File: src/rtl/bitop_pkg.sv
// Shared types for the read-modify-write bit-operation engine:
// opcodes, flag bit positions and controller states.
package bitop_pkg;

  typedef enum logic [2:0] {
    OP_BIT = 3'd0,
    OP_RES = 3'd1,
    OP_SET = 3'd2,
    OP_RLC = 3'd3,
    OP_RRC = 3'd4,
    OP_SLA = 3'd5,
    OP_SRL = 3'd6,
    OP_SRA = 3'd7
  } bitop_op_e;

  localparam int FLAG_S = 2;
  localparam int FLAG_Z = 1;
  localparam int FLAG_C = 0;

  typedef enum logic [2:0] {
    IDLE = 3'd0,
    RD   = 3'd1,
    MOD  = 3'd2,
    WR   = 3'd3,
    RSP  = 3'd4
  } bitop_state_e;

endpackage

File: src/rtl/bitop_alu.sv
// Combinational CB-class bit/rotate/shift unit producing result and {S,Z,C}.
module bitop_alu
  import bitop_pkg::*;
#(
  parameter int DW = 8
) (
  input  bitop_op_e           op,
  input  logic [$clog2(DW)-1:0] bit_sel,
  input  logic [DW-1:0]       data,
  output logic [DW-1:0]       result,
  output logic [2:0]          flags
);

  logic [DW-1:0] mask;
  logic          carry;

  always_comb begin
    mask   = {{(DW-1){1'b0}}, 1'b1} << bit_sel;
    result = data;
    carry  = 1'b0;
    case (op)
      OP_RES:  result = data & ~mask;
      OP_SET:  result = data | mask;
      OP_RLC:  begin result = {data[DW-2:0], data[DW-1]}; carry = data[DW-1]; end
      OP_RRC:  begin result = {data[0], data[DW-1:1]};    carry = data[0];    end
      OP_SLA:  begin result = {data[DW-2:0], 1'b0};       carry = data[DW-1]; end
      OP_SRL:  begin result = {1'b0, data[DW-1:1]};       carry = data[0];    end
      OP_SRA:  begin result = {data[DW-1], data[DW-1:1]}; carry = data[0];    end
      default: result = data;
    endcase
    flags         = 3'b000;
    flags[FLAG_S] = result[DW-1];
    // BIT reports the tested bit, not the (unchanged) result
    flags[FLAG_Z] = (op == OP_BIT) ? ~data[bit_sel] : (result == '0);
    flags[FLAG_C] = carry;
  end

endmodule

File: src/rtl/bitop_rmw_engine.sv
// Read-modify-write bit-operation engine: command in, bus read, ALU op,
// bus write-back (skipped for BIT), response out, with wait-state timeout.
module bitop_rmw_engine
  import bitop_pkg::*;
#(
  parameter int DW         = 8,
  parameter int AW         = 16,
  parameter int WAIT_LIMIT = 15
) (
  input  logic                  clk,
  input  logic                  reset,
  input  logic                  cmd_valid,
  output logic                  cmd_ready,
  input  logic [2:0]            cmd_op,
  input  logic [$clog2(DW)-1:0] cmd_bit,
  input  logic [AW-1:0]         cmd_addr,
  output logic [AW-1:0]         mem_addr,
  output logic                  mem_mreq_n,
  output logic                  mem_rd_n,
  output logic                  mem_wr_n,
  input  logic                  mem_wait_n,
  input  logic [DW-1:0]         mem_di,
  output logic [DW-1:0]         mem_do,
  output logic                  rsp_valid,
  input  logic                  rsp_ready,
  output logic [DW-1:0]         rsp_data,
  output logic [2:0]            rsp_flags,
  output logic                  rsp_err
);

  localparam int BW = $clog2(DW);
  localparam int CW = (WAIT_LIMIT < 2) ? 1 : $clog2(WAIT_LIMIT + 1);

  bitop_state_e    state_q, state_d;
  bitop_op_e       op_q;
  logic [BW-1:0]   bit_q;
  logic [AW-1:0]   addr_q;
  logic [DW-1:0]   data_q, res_q;
  logic [2:0]      flags_q;
  logic            err_q;
  logic [CW-1:0]   wcnt_q, wcnt_d;
  logic            mreq_n_q, rd_n_q, wr_n_q;
  logic            wait_hit;
  logic [DW-1:0]   alu_res;
  logic [2:0]      alu_flags;

  bitop_alu #(.DW(DW)) u_alu (
    .op      (op_q),
    .bit_sel (bit_q),
    .data    (data_q),
    .result  (alu_res),
    .flags   (alu_flags)
  );

  // Fires on the WAIT_LIMIT-th consecutive wait cycle of the current access
  assign wait_hit = (WAIT_LIMIT != 0) && !mem_wait_n &&
                    (int'(wcnt_q) == WAIT_LIMIT - 1);

  always_comb begin
    state_d = state_q;
    wcnt_d  = wcnt_q;
    case (state_q)
      IDLE: if (cmd_valid) state_d = RD;
      RD, WR: begin
        if (mem_wait_n)    state_d = (state_q == RD) ? MOD : RSP;
        else if (wait_hit) state_d = RSP;
        else               wcnt_d  = wcnt_q + 1'b1;
      end
      MOD:     state_d = (op_q == OP_BIT) ? RSP : WR;
      RSP:     if (rsp_ready) state_d = IDLE;
      default: state_d = IDLE;
    endcase
    if (state_d != state_q) wcnt_d = '0;
  end

  always_ff @(posedge clk) begin
    if (reset) begin
      state_q  <= IDLE;
      op_q     <= OP_BIT;
      bit_q    <= '0;
      addr_q   <= '0;
      data_q   <= '0;
      res_q    <= '0;
      flags_q  <= '0;
      err_q    <= 1'b0;
      wcnt_q   <= '0;
      mreq_n_q <= 1'b1;
      rd_n_q   <= 1'b1;
      wr_n_q   <= 1'b1;
    end else begin
      state_q  <= state_d;
      wcnt_q   <= wcnt_d;
      // strobes come straight from flops keyed on the next state
      mreq_n_q <= !(state_d == RD || state_d == WR);
      rd_n_q   <= (state_d != RD);
      wr_n_q   <= (state_d != WR);
      case (state_q)
        IDLE: if (cmd_valid) begin
          op_q   <= bitop_op_e'(cmd_op);
          bit_q  <= cmd_bit;
          addr_q <= cmd_addr;
        end
        RD: begin
          if (mem_wait_n) data_q <= mem_di;
          else if (wait_hit) begin
            res_q   <= '0;
            flags_q <= '0;
            err_q   <= 1'b1;
          end
        end
        MOD: begin
          res_q   <= alu_res;
          flags_q <= alu_flags;
          err_q   <= 1'b0;
        end
        WR: if (wait_hit) begin
          res_q   <= '0;
          flags_q <= '0;
          err_q   <= 1'b1;
        end
        default: ;
      endcase
    end
  end

  assign cmd_ready  = (state_q == IDLE);
  assign rsp_valid  = (state_q == RSP);
  assign mem_addr   = addr_q;
  assign mem_do     = res_q;
  assign mem_mreq_n = mreq_n_q;
  assign mem_rd_n   = rd_n_q;
  assign mem_wr_n   = wr_n_q;
  assign rsp_data   = res_q;
  assign rsp_flags  = flags_q;
  assign rsp_err    = err_q;

endmodule

File: config.mk
export PLATFORM = sky130hd
export DESIGN_NAME = bitop_rmw_engine
export DESIGN_NICKNAME = d
export VERILOG_FILES = /design/src/rtl/bitop_pkg.sv /design/src/rtl/bitop_alu.sv /design/src/rtl/bitop_rmw_engine.sv
export SDC_FILE = /design/constraint.sdc
export NUM_CORES = 1
export LEC_CHECK = 0
export ABC_CLOCK_PERIOD_IN_PS = 1740
export BUFFER_PORTS_ARGS = -buffer_cell sky130_fd_sc_hd__clkbuf_2
export CORE_ASPECT_RATIO = 1.25
export CORE_MARGIN = 1.5
export CORE_UTILIZATION = 35
export DETAILED_ROUTE_END_ITERATION = 7
export MAX_ROUTING_LAYER = met4
export PLACE_DENSITY = 0.57
export SLEW_MARGIN = 15
export SYNTH_ARGS = -nofsm -noshare
export SYNTH_HDL_FRONTEND = slang
export SYNTH_SLANG_ARGS = --single-unit
File: constraint.sdc
create_clock -name clk -period 1.74 [get_ports clk]
set_clock_uncertainty 0.05 [all_clocks]
set_input_delay 0.174 -clock clk [delete_from_list [all_inputs] [get_ports clk]]
set_output_delay 0.174 -clock clk [all_outputs]
set_load 0.01 [all_outputs]
* Yosys cells after proc, flatten, opt, wreduce, memory -nomap -nowiden
Cells that the tools add are included.
Operators by class: order comparisons 1, reduce and logical (&&, ||, !) cells 16, mux-type cells 21, equality and inequality tests 18, shift-type cells 1, add/sub/neg operators 1, bitwise logic cells 6
Operators by type and width (count):
- 8-bit one-hot mux with 7 select lines | 1
- 3-bit two-way mux | 8
- 8-bit one-hot mux with 3 select lines | 1
- 8-bit two-way mux | 2
- 3-bit by 2-bit equality test with 1-bit output, second input constant | 5
- 3-bit equality test, second input constant | 5
- 3-bit one-hot mux with 4 select lines | 1
- 3-bit by 1-bit equality test with 1-bit output, second input constant | 3
- 3-bit one-hot mux with 3 select lines | 1
- 8-bit bitwise AND | 1
- 8-bit logical NOT | 1
- 8-bit NOT | 1
- 8-bit bitwise OR | 1
- 1-bit by 3-bit left shift with 8-bit output, first input constant | 1
- 3-bit logical NOT | 2
- 2-bit AND reduction | 3
- 2-bit OR reduction | 3
- 4-bit by 1-bit adder with 4-bit output, second input constant | 1
- 4-bit by 2-bit equality test with 1-bit output, second input constant | 1
- 3-bit by 4-bit < comparator with 1-bit output, second input constant | 1
- 1-bit two-way mux | 4
- 1-bit binary-select mux with 3-bit select | 1
- 3-bit by 1-bit != test with 1-bit output, second input constant | 1
- 3-bit by 2-bit != test with 1-bit output, second input constant | 1
- 11 further kinds | 14
Word-level totals: flip-flop bits (word level) 52, logic and storage cells 76

* Longest topological paths before layout
depth in word-level cells 8, depth in mapped cells 8, mapped depth without buffers 8

* Hierarchy
A second synthesis with hierarchy kept.
Unflattened totals: cells, all modules 307, area, all modules 2728.9 µm²
By module, submodules not included:
- bitop_rmw_engine | area each 2009.4 µm², cells each 221, instances 1, sequential area each 1041.0 µm²
- bitop_alu | area each 719.4 µm², cells each 86, instances 1, sequential area each 0.0 µm²

* Least setup slack after synthesis
OpenSTA, ideal clock, no wires.
path type register to register, start point register wcnt_q[0], end point register wcnt_q[1], stages on the path, launching flop included 8, arrival time 1801 ps, clock period less this slack 1930 ps, required time 1611 ps, path slack -190 ps, library setup time 79 ps, buffers on the path 0, cell sequence dfxtp_1 inv_1 ha_1 and3_1 nor3_4 o21ai_1 or4_4 a211oi_2
On the way: longest elaborated chain between the ends 7
RTL lines:
- from (decl) | line bitop_rmw_engine.sv:41 | logic [CW-1:0] wcnt_q, wcnt_d;
- from (signal assigned) | line bitop_rmw_engine.sv:92 | wcnt_q <= wcnt_d;
- 4-bit by 2-bit equality test with 1-bit output | line bitop_rmw_engine.sv:57 | (int'(wcnt_q) == WAIT_LIMIT - 1);
- 1-bit logical AND | line bitop_rmw_engine.sv:56 | assign wait_hit = (WAIT_LIMIT != 0) && !mem_wait_n &&
- 3-bit two-way mux | line bitop_rmw_engine.sv:66 | else if (wait_hit) state_d = RSP;
- 3-bit two-way mux | line bitop_rmw_engine.sv:65 | if (mem_wait_n) state_d = (state_q == RD) ? MOD : RSP;
- 3-bit one-hot mux with 4 select lines | line bitop_rmw_engine.sv:62 | case (state_q)
- 3-bit != test | line bitop_rmw_engine.sv:73 | if (state_d != state_q) wcnt_d = '0;
- 2-bit OR reduction (no source line)
Parallel ways exist; a longest one is shown, timed or not. A chain may end at the register's enable or synchronous reset.

* Final worst setup path
start point register op_q[2], end point register wcnt_q[1]
On the way: longest elaborated chain between the ends 5
RTL lines:
- from (decl) | line bitop_rmw_engine.sv:35 | bitop_op_e op_q;
- from (signal assigned) | line bitop_rmw_engine.sv:99 | op_q <= bitop_op_e'(cmd_op);
- 3-bit logical NOT | line bitop_rmw_engine.sv:69 | MOD: state_d = (op_q == OP_BIT) ? RSP : WR;
- 3-bit two-way mux | line bitop_rmw_engine.sv:69
- 3-bit one-hot mux with 4 select lines | line bitop_rmw_engine.sv:62
- 3-bit != test | line bitop_rmw_engine.sv:73
- 2-bit OR reduction (no source line)
Every way passes these cells.

==> out/metrics.cfg <==
[critical_path]
r2r-end=wcnt_q[1]$_SDFFE_PP0P_
crit_path_end_kind=flop
ff2ff_setup_slack_ps=-20
reg2regPathDepth=5
worstReg2RegStart=op_q[2]$_SDFFE_PP0P_
path_class=reg -> reg
critPathRequiredTime_ps=1940
cp_slowest_cell=or4_4
crit_arrival_ps=1960
worstPathCellList=or3_4, a21oi_2, o21ai_1, or4_4, a211oi_2
worstPathMaxFanout=5
worstSetupStartpointType=flop
slowest_delay_ps=440
critPathLaunch=op_q[2]$_SDFFE_PP0P_

[yosys]
synth_top_area_frac=0.393
synth-seq-cells=51
synth_top_flop_cell=dfxtp_1
ys_types=56
synth_area_leaders=dfxtp_1 39%, nand2_1 10%, a21oi_1 7.9%
yosys_warnings=0
synth_largest_area_cell=dfxtp_1
yosysSeqAreaShare=0.393
async_flop_share=0
synth_edf_count=0
synthCells=328
syn-num-nets=365
netlist_area_sq_um=2600
avgSynthCellArea_sq_um=7.92

[grt]
grt_pass1_wl_mm=11.9
antenna_found_initial=0
grt_overflow=0
grt_max_degree=29
track_usage=0.193
grt_pass1_vias=2488

[worst_hold_path]
hold_class=in -> reg
holdPathEnd=mem_addr[5]$_SDFFE_PP0P_
hold_path.startpoint=cmd_addr[5]
min_path_cells=3

[sta]
period_minus_slack_ps=1760
layout_setup_ws_ps=-21.9
setup_viol=2
fmax_ghz=0.568
hold_viol=0
final_max_slew_viol_count=0
rsz0062_at_grt=true
period_share=1.01
relSlewSlack=0.756
tightest_slew_ps=366

[pwr]
switching_share=0.300
seqPwrFrac=0.495
p_per_area_nw_per_um2=732
leakagePower_nw=1.52
ir_drop_v=0.000489
p_int_mw=1.82
p_switching_mw=0.780
p_comb_frac=0.234
p_clk_frac=0.271
finalPower_mw=2.60

[finish]
mostFrequentLayoutCells=75 x clkbuf_2, 72 x nand2_1, 54 x buf_4
final_common_cell=clkbuf_2
area_delta_synth_final_pct=36.8
drive_gt1_frac=0.409
diodes=0
nFillCells=757
finalInstanceArea_sq_um=3550
nNetsFinal=469

[floorplan]
die-area_sq_um=7950
start_util=0.368
fp.coreArea_sq_um=7060
die_h_microns=99.3
die_w_microns=80.1
io_pins=76
rows=34

[outcome]
violations=setup timing
outcome=finished with violations

[placement]
hpwl_mm=5.36
gp_congestion=0.924
port_buffers=75
placed_cell_area_sq_um=3280

[flow_run]
drv_cap=0

[clocking]
ctsHtreeMaxLevel=2
cts_made_buffers=5
cts.sink_count=51
clkTransAtPathRegs_ps=100
root_buffer=clkbuf_8
cts_tree=built
cts_max_path_buffers=2
clkLatencyLatePin_ps=310

[route]
drc_errors=0
vias=2646
avgRoutedWirePerCell_microns=13.8
drtAntennaViolNets=0
vias_per_cell=5.06
drt_pass1_iterations=4
drt_iter0_markers=88
wl_mm=7.24

-- cells in the mapped netlist, drive strengths merged (4+ instances only) --
library cell and n:
inv 8, clkbuf 17, nor2 17, a21oi 42
a32oi 4, nor3 6, mux2i 5, o21ai 14
nor2b 5, nand2 72, nor3b 5, a22oi 5
dfxtp 51, buf 19, o211ai 6
-- worst max-delay path: cells and delay by family, from the launching register on --
family	cells	cell delay [ps]
compound gates	3	440
flops	1	370
simple gates	2	840
-- routing by layer --
layer,vias up,track usage,part of all wire
met2,95,0.330,0.50
met5,-,-,0
li1,1333,-,-
met1,1210,0.231,0.43
met3,8,0.0385,0.057
met4,0,0.0477,0.012
-- layout make-up --
type / count / area, sq um / area share
clock buffers: 6 / 72.6 / 0.0204
clock inverters: 2 / 16.3 / 0.00458
inverters: 8 / 32.5 / 0.00916
multi-input cells: 233 / 1440 / 0.405
flip-flops and latches: 51 / 1040 / 0.294
well taps: 90 / 113 / 0.0317
repair buffers: 133 / 835 / 0.235
-- registers in the layout, summed over array words and instances, names as in the netlist --
| name | count |
|---|---|
| rsp_err | 1 |
| mem_addr | 16 |
| mem_rd_n | 1 |
| op_q | 3 |
| mem_mreq_n | 1 |
| mem_wr_n | 1 |
| bit_q | 3 |
| wcnt_q | 4 |
| state_q | 3 |
| mem_do | 8 |
| data_q | 8 |
| rsp_flags | 2 |
-- power groups by stage --
| stage | Combinational [mW] | Sequential (mW) | Clock [mW] |
|---|---|---|---|
| 3_5_place_dp | 0.548 | 1.31 | 0 |
| 6_report | 0.607 | 1.29 | 0.706 |
| 4_1_cts | 0.576 | 1.29 | 0.731 |
| 2_1_floorplan | 0.308 | 1.31 | 0 |
| 5_1_grt | 0.669 | 1.30 | 0.781 |
| 3_3_place_gp | 0.545 | 1.31 | 0 |
-- through the flow --
step / cells / setup WS, ps / hold slack (ps) / TNS, ps / util
after CTS: 519 / -41.3 / 14.4 / -41.3 / 0.489
after floorplan: 328 / -120 / 260 / -294 / -
final: 523 / -21.9 / 18.6 / -24.3 / 0.503
after global placement: 505 / -201 / 346 / -330 / 0.464
after global routing: 523 / -133 / 18.4 / -254 / 0.503
after detailed placement: 505 / -221 / 354 / -363 / 0.464
-- cell families (layout without fill, tap and decap cells) --
group,count (synthesis),count (layout),synth area share
AO/OA/AOI/OAI,87,87,0.208
multiplexers,7,7,0.0366
AND/OR/NAND/NOR,133,133,0.254
flip-flops,51,51,0.393
buffers and inverters,44,149,0.0857
adder cells (fa/ha/maj),2,2,0.00963
XOR/XNOR,4,4,0.0135
-- how the worst max path moves through the flow --
stage | cells past startpoint | slack, ps | endpoint
2_1_floorplan | 7 | -120 | wcnt_q[1]$_SDFFE_PP0P_
3_3_place_gp | 7 | -200 | rsp_flags[1]$_SDFFE_PP0P_
3_5_place_dp | 7 | -220 | rsp_flags[1]$_SDFFE_PP0P_
4_1_cts | 7 | -40 | rsp_flags[1]$_SDFFE_PP0P_
5_1_grt | 8 | -130 | rsp_flags[1]$_SDFFE_PP0P_
6_report | 5 | -20 | wcnt_q[1]$_SDFFE_PP0P_
-- repair_timing --
| action | in CTS | in global routing |
|---|---|---|
| setup endpoints to repair | 7 | 12 |
| pin swaps | 11 | 15 |
| cloned | 0 | 0 |
| hold endpoints to repair | 0 | 0 |
| gates resized for setup | 19 | 24 |
| setup buffers | 6 | 4 |
| hold buffers | 0 | 0 |
(Power assumes the default switching activity.)
